==> src/rtl/btn_cntr_pkg.sv <==
// Shared types and defaults for the multi-channel button controller.
// Repeat generation is controlled by the BTN_CNTR_REPEAT_EN macro in btn_chan_fsm.
package btn_cntr_pkg;

  localparam int DEB_W            = 4;
  localparam int TICK_DIV_DEF     = 100_000;
  localparam int LONG_TICKS_DEF   = 700;
  localparam int REPEAT_TICKS_DEF = 100;

  // Legacy numeric encodings kept so existing decode logic still matches.
  localparam logic [1:0] ST_IDLE    = 2'd0;
  localparam logic [1:0] ST_PRESSED = 2'd1;
  localparam logic [1:0] ST_HELD    = 2'd2;

  typedef enum logic [1:0] {
    IDLE    = ST_IDLE,
    PRESSED = ST_PRESSED,
    HELD    = ST_HELD
  } chan_state_t;

endpackage

==> src/rtl/btn_chan_fsm.sv <==
// One button channel: 2-flop synchroniser, tick-sampled debounce, short/long/repeat FSM.
// Define BTN_CNTR_REPEAT_EN to enable repeat_pulse generation in the HELD state.
module btn_chan_fsm
  import btn_cntr_pkg::*;
#(
  parameter int DEB_CNT      = 3,
  parameter int LONG_TICKS   = LONG_TICKS_DEF,
  parameter int REPEAT_TICKS = REPEAT_TICKS_DEF,
  parameter int CNT_W        = 12
) (
  input  logic clk,
  input  logic reset_p,
  input  logic tick,
  input  logic btn,
  output logic btn_level,
  output logic press_pedge,
  output logic release_nedge,
  output logic short_press,
  output logic long_press,
  output logic repeat_pulse
);

  logic             sync1;
  logic             sync2;
  logic [DEB_W-1:0] deb_cnt;
  logic [DEB_W-1:0] deb_cnt_next;
  logic             level_next;
  logic             rise;
  logic             fall;
  logic [CNT_W-1:0] hold_cnt;
  chan_state_t      state;

  always_comb begin
    level_next   = btn_level;
    deb_cnt_next = deb_cnt;
    if (tick) begin
      if (sync2 == btn_level) begin
        deb_cnt_next = '0;
      end else if (deb_cnt == DEB_W'(DEB_CNT - 1)) begin
        level_next   = ~btn_level;
        deb_cnt_next = '0;
      end else begin
        deb_cnt_next = deb_cnt + 1'b1;
      end
    end
  end

  assign rise = level_next & ~btn_level;
  assign fall = ~level_next & btn_level;

`ifdef BTN_CNTR_REPEAT_EN
  logic [CNT_W-1:0] rep_cnt;
`else
  assign repeat_pulse = 1'b0;
`endif

  always_ff @(posedge clk) begin
    if (reset_p) begin
      sync1         <= 1'b0;
      sync2         <= 1'b0;
      deb_cnt       <= '0;
      btn_level     <= 1'b0;
      press_pedge   <= 1'b0;
      release_nedge <= 1'b0;
      short_press   <= 1'b0;
      long_press    <= 1'b0;
      hold_cnt      <= '0;
      state         <= IDLE;
`ifdef BTN_CNTR_REPEAT_EN
      rep_cnt       <= '0;
      repeat_pulse  <= 1'b0;
`endif
    end else begin
      sync1         <= btn;
      sync2         <= sync1;
      deb_cnt       <= deb_cnt_next;
      btn_level     <= level_next;
      press_pedge   <= rise;
      release_nedge <= fall;
      short_press   <= 1'b0;
      long_press    <= 1'b0;
`ifdef BTN_CNTR_REPEAT_EN
      repeat_pulse  <= 1'b0;
`endif
      // A fall only happens on a tick, so checking it first makes release win
      // over the hold and repeat thresholds.
      case (state)
        IDLE: begin
          if (rise) begin
            state    <= PRESSED;
            hold_cnt <= '0;
          end
        end
        PRESSED: begin
          if (fall) begin
            state       <= IDLE;
            short_press <= 1'b1;
          end else if (tick) begin
            if (hold_cnt == CNT_W'(LONG_TICKS - 1)) begin
              state      <= HELD;
              long_press <= 1'b1;
`ifdef BTN_CNTR_REPEAT_EN
              rep_cnt    <= '0;
`endif
            end else begin
              hold_cnt <= hold_cnt + 1'b1;
            end
          end
        end
        HELD: begin
          if (fall) begin
            state <= IDLE;
          end
`ifdef BTN_CNTR_REPEAT_EN
          else if (tick) begin
            if (rep_cnt == CNT_W'(REPEAT_TICKS - 1)) begin
              repeat_pulse <= 1'b1;
              rep_cnt      <= '0;
            end else begin
              rep_cnt <= rep_cnt + 1'b1;
            end
          end
`endif
        end
        default: state <= IDLE;
      endcase
    end
  end

endmodule

==> src/rtl/btn_cntr_multi.sv <==
// N-channel debounce / short-long press / auto-repeat controller sharing one sample tick.
// Repeat pulses exist only when BTN_CNTR_REPEAT_EN is defined.
module btn_cntr_multi
  import btn_cntr_pkg::*;
#(
  parameter int N_BTN        = 4,
  parameter int TICK_DIV     = TICK_DIV_DEF,
  parameter int DEB_CNT      = 3,
  parameter int LONG_TICKS   = LONG_TICKS_DEF,
  parameter int REPEAT_TICKS = REPEAT_TICKS_DEF,
  parameter int CNT_W        = 12
) (
  input  logic             clk,
  input  logic             reset_p,
  input  logic [N_BTN-1:0] btn,
  output logic [N_BTN-1:0] btn_level,
  output logic [N_BTN-1:0] press_pedge,
  output logic [N_BTN-1:0] release_nedge,
  output logic [N_BTN-1:0] short_press,
  output logic [N_BTN-1:0] long_press,
  output logic [N_BTN-1:0] repeat_pulse
);

  localparam int TW = (TICK_DIV > 1) ? $clog2(TICK_DIV) : 1;

  logic [TW-1:0] tick_cnt;
  logic          tick;

  assign tick = (tick_cnt == TW'(TICK_DIV - 1));

  always_ff @(posedge clk) begin
    if (reset_p) begin
      tick_cnt <= '0;
    end else if (tick) begin
      tick_cnt <= '0;
    end else begin
      tick_cnt <= tick_cnt + 1'b1;
    end
  end

  for (genvar i = 0; i < N_BTN; i++) begin : g_chan
    btn_chan_fsm #(
      .DEB_CNT      (DEB_CNT),
      .LONG_TICKS   (LONG_TICKS),
      .REPEAT_TICKS (REPEAT_TICKS),
      .CNT_W        (CNT_W)
    ) u_chan (
      .clk           (clk),
      .reset_p       (reset_p),
      .tick          (tick),
      .btn           (btn[i]),
      .btn_level     (btn_level[i]),
      .press_pedge   (press_pedge[i]),
      .release_nedge (release_nedge[i]),
      .short_press   (short_press[i]),
      .long_press    (long_press[i]),
      .repeat_pulse  (repeat_pulse[i])
    );
  end

endmodule

==> config.mk <==
export PLATFORM = sky130hd
export DESIGN_NAME = btn_cntr_multi
export DESIGN_NICKNAME = d
export VERILOG_FILES = /design/src/rtl/btn_cntr_pkg.sv /design/src/rtl/btn_chan_fsm.sv /design/src/rtl/btn_cntr_multi.sv
export SDC_FILE = /design/constraint.sdc
export NUM_CORES = 1
export LEC_CHECK = 0
export CORE_MARGIN = 2
export CORE_UTILIZATION = 55
export DETAILED_ROUTE_END_ITERATION = 12
export PLACE_DENSITY = 0.74
export SYNTH_ARGS = -nofsm -noshare
export SYNTH_HDL_FRONTEND = slang
export SYNTH_SLANG_ARGS = --single-unit
==> constraint.sdc <==
create_clock -name clk -period 2.7 [get_ports clk]
set_input_delay 0.81 -clock clk [delete_from_list [all_inputs] [get_ports clk]]
set_output_delay 0.81 -clock clk [all_outputs]
set_load 0.01 [all_outputs]
==> key figures <==
Power and ir drop
  – Worst vdd ir: 0.400 mV
  – Gate power share: 2.1%
  – Net Switching: 0.786 mW
  – Lkg Pwr: 2.16 nW
  – Flop pwr share: 47.1%
  – PD cells: 569 mW/mm2
  – Cell Int Power: 2.94 mW
  – Tot Pwr: 3.72 mW
  – Clock Power Share: 50.8%
  – Net Sw Frac: 21.1%

Yosys
  – Post-synth cell types: 74
  – Cells after Synth: 703
  – Syn. warnings: 0
  – #FFs+latches synth: 117
  – Post-synth top flop: dfxtp_1
  – Async set-or-reset flop fraction in the synthesized netlist: 0%
  – Post-synth top area share: 39.8%
  – Number of synthesized flops with an enable pin: 0
  – Synthesized area per cell: 8.37 um2
  – Register area share after synthesis: 39.8%
  – Synthesized area: 0.00589 mm2
  – Leading area contributor after synthesis: dfxtp_1
  – Dominant cells by area after synthesis: dfxtp_1 (40%), nand3_1 (4.7%), nand2_1 (4.0%)

Floorplanning
  – Initial Util: 56.8%
  – Core ar.: 0.0104 mm2
  – Num ports: 30
  – Die height: 107 um
  – Die width: 107 um
  – Die area: 0.0115 mm2
  – Row count: 37

Clocking
  – TritonCTS clock tree: built
  – # Post-CTS Setup Buffers: 0
  – CTS Buffer Depth: 2
  – Cts repair resizes: 0
  – Clk_lat worst skew: 0.52 ns
  – H-tree levels: 4
  – Post-CTS Hold Fix Bufs: 0
  – Clock sinks: 117
  – Clk pin slew, worst setup/hold paths: 0.05 ns
  – CTS root buffer: clkbuf_8
  – Num CTS Buffers: 17

STA
  – Pins Over Slew Limit: 0
  – Hold Fails Final Rpt: 0
  – Crit path time final: 2.46 ns
  – Fmax: 407 MHz
  – Relative slew slack: 51.6%
  – Final clock skew: 0.00830 ns
  – Final setup vio count: 0
  – RSZ-0062 raised after global routing: no
  – Fin Setup TNS: 0 ns
  – Worst slew pin tran: 0.716 ns
  – Fin crit share: 91.0%
  – Min setup slack post-route: 0.244 ns

Place
  – Gp weighted congestion: 0.890
  – Dpl ws: 0.253 ns
  – PortBufs: 25
  – DP HPWL: 8920 um

Setup path
  – Crit path max-delay family: simple AND/OR/NAND/NOR gates
  – CP cell instances: inv_1 -> ha_1 -> nor4bb_1 -> o21bai_1 -> a2111o_1 -> or4_1 -> a31oi_1
  – Crit path DAT: 2.91 ns
  – Worst r2r path cells: 7
  – Largest fanout on the critical path: 19
  – CP peak stage delay: 0.53 ns
  – Kind of end point of the critical path: flop
  – Reg-to-Reg End: g_chan[2].u_chan.hold_cnt[3]$_SDFFE_PP0P_
  – Worst R2R Setup Slack: 0.24 ns
  – Buffers & Inverters on Critical Path: 1
  – CP max-delay cell: a2111o_1
  – CP startpoint kind: flop
  – Critical Path RT: 3.15 ns
  – FF-to-FF Start: g_chan[2].u_chan.deb_cnt[0]$_SDFFE_PP0N_
  – Kind of critical path: flop to flop

Min path
  – Hold Path Sink: g_chan[3].u_chan.sync2$_SDFF_PP0_
  – Min-delay src: g_chan[3].u_chan.sync1$_SDFF_PP0_
  – Hold Path Cell Cnt: 1
  – HP Class: flop to flop

Flow run
  – Max Cap Violations: 0

Status
  – Status: finished, final reports clean

Layout
  – Fraction of layout cells with a size suffix above 1: 8.64%
  – Synth-to-Final Area Change: 11.2%
  – Util after Layout: 63.1%
  – Fin nets: 727
  – Ant diodes: 0

Global routing
  – Grt ovf: 0
  – GRT Total Usage: 24.3%
  – First-pass GRT wire length: 22,600 um
  – Number of antenna violations at the first check in global routing: 0
  – Largest net degree at the start of global routing: 33
  – Via count of the first global-routing pass: 4,977

Detailed routing
  – Detailed-route via count: 5,187
  – Detail Route Antenna Nets: 0
  – Drt via density: 6.07
  – Final wirelength: 13,100 um
  – 1st-iter DRT viols: 326
  – # DRC: 0
  – Avg WL per Cell: 15.3 um
  – Initial DRT Pass Iterations: 5
-- Yosys cell counts, drive strengths merged, types with 2 or more instances --
library cell / instances
o311ai: 8
nand4: 14
and3: 13
a31oi: 20
nor3b: 6
dfxtp: 117
a21o: 4
mux2i: 7
o211ai: 3
ha: 13
xnor2: 5
nand4b: 3
clkbuf: 19
nand3: 55
a31o: 5
nand3b: 5
or4b: 3
a41oi: 5
inv: 10
or4: 10
a21oi: 39
and4b: 2
nor2b: 17
nor4bb: 3
and4bb: 3
nor2: 62
nor3: 23
and4: 3
or2: 12
or3b: 3
a21boi: 2
nand2b: 15
nor4b: 4
o31ai: 9
nand2: 62
a211oi: 5
xor2: 12
and2: 3
buf: 32
or3: 12
o21ai: 34
nor4: 7
-- per-stage QoR --
stage,cells,hold WS [ns],area (um2)
floorplan,706,0.414,5900
global placement,825,0.416,6050
detailed placement,825,0.435,6050
CTS,854,0.442,6550
global route,854,0.461,6550
finish,854,0.447,6550
-- per-layer routing --
layer / track usage (%) / wire [um] / vias up / part of all wire, %
met5: 0 / 0 / - / 0
met4: 8.42 / 233 / 0 / 1.8
met3: 6.36 / 599 / 22 / 4.6
met2: 41.5 / 6230 / 137 / 48
met1: 29.6 / 6000 / 2471 / 46
li1: - / - / 2557 / -
-- power by group through the flow --
| stage | clock network, mW | logic (mW) | registers [mW] |
|---|---|---|---|
| floorplan | 0 | 0.0685 | 1.78 |
| global placement | 0 | 0.0757 | 1.79 |
| detailed placement | 0 | 0.0778 | 1.79 |
| CTS | 1.92 | 0.0783 | 1.75 |
| global route | 2.00 | 0.0882 | 1.75 |
| finish | 1.89 | 0.0786 | 1.75 |
-- registers in the layout, indices dropped and copies added, names as in the netlist, 8 cells and up --
name	flops
g_chan.u_chan.state	8
tick_cnt	17
g_chan.u_chan.hold_cnt	48
g_chan.u_chan.deb_cnt	16
-- layout by cell type (no fill, tap or decap), types with 6 or more instances in the layout --
master | Yosys | routed
nand3_1 | 55 | 55
or4_1 | 10 | 10
nor4_1 | 7 | 7
nand2_1 | 62 | 62
xor2_1 | 12 | 12
o311ai_1 | 7 | 7
or3_1 | 12 | 12
nand2b_1 | 15 | 15
inv_1 | 10 | 10
buf_4 | 24 | 9
nand4_1 | 14 | 14
o21ai_0 | 32 | 32
clkbuf_16 | 0 | 16
and3_1 | 13 | 13
ha_1 | 13 | 13
a31oi_1 | 20 | 20
nor2_1 | 62 | 62
clkdlybuf4s50_1 | 0 | 24
mux2i_1 | 7 | 7
clkinv_2 | 0 | 6
or2_2 | 9 | 9
dfxtp_1 | 117 | 117
nor3_1 | 22 | 22
nor2b_1 | 17 | 17
a21oi_1 | 39 | 39
o31ai_1 | 9 | 9
-- how the worst max path moves through the flow --
stage,from,endpoint,slack (ns),cells past startpoint
CTS,g_chan[2].u_chan.deb_cnt[0]$_SDFFE_PP0N_,g_chan[2].u_chan.hold_cnt[3]$_SDFFE_PP0P_,0.28,7
finish,g_chan[2].u_chan.deb_cnt[0]$_SDFFE_PP0N_,g_chan[2].u_chan.hold_cnt[3]$_SDFFE_PP0P_,0.24,7
floorplan,g_chan[2].u_chan.hold_cnt[0]$_SDFFE_PP0P_,g_chan[2].u_chan.hold_cnt[5]$_SDFFE_PP0P_,0.60,6
detailed placement,g_chan[2].u_chan.deb_cnt[0]$_SDFFE_PP0N_,g_chan[2].u_chan.hold_cnt[3]$_SDFFE_PP0P_,0.25,7
global route,g_chan[2].u_chan.deb_cnt[0]$_SDFFE_PP0N_,g_chan[2].u_chan.hold_cnt[3]$_SDFFE_PP0P_,0.04,7
global placement,tick_cnt[0]$_SDFF_PP0_,g_chan[2].u_chan.hold_cnt[5]$_SDFFE_PP0P_,0.38,6
-- kinds of logic (layout without fill, tap and decap cells) --
family / Yosys count / count (layout) / synth area share, %
buf+inv: 62 / 74 / 6.33
xor+xnor: 17 / 17 / 2.53
other cells: 1 / 4 / 0.0637
compound gates: 145 / 145 / 15.7
flops: 117 / 117 / 39.8
mux: 7 / 7 / 1.19
fa+ha+maj: 13 / 13 / 2.76
simple gates: 341 / 341 / 31.6
-- cell type report --
class	count	area, um2
clock inverter	6	30.0
tap	136	170
clock buffer	23	467
inverter	11	41.3
timing repair buffer	34	313
fill	872	3820
multi-input combinational	527	3180
sequential	117	2340
Power figures use the tool's default switching activity.
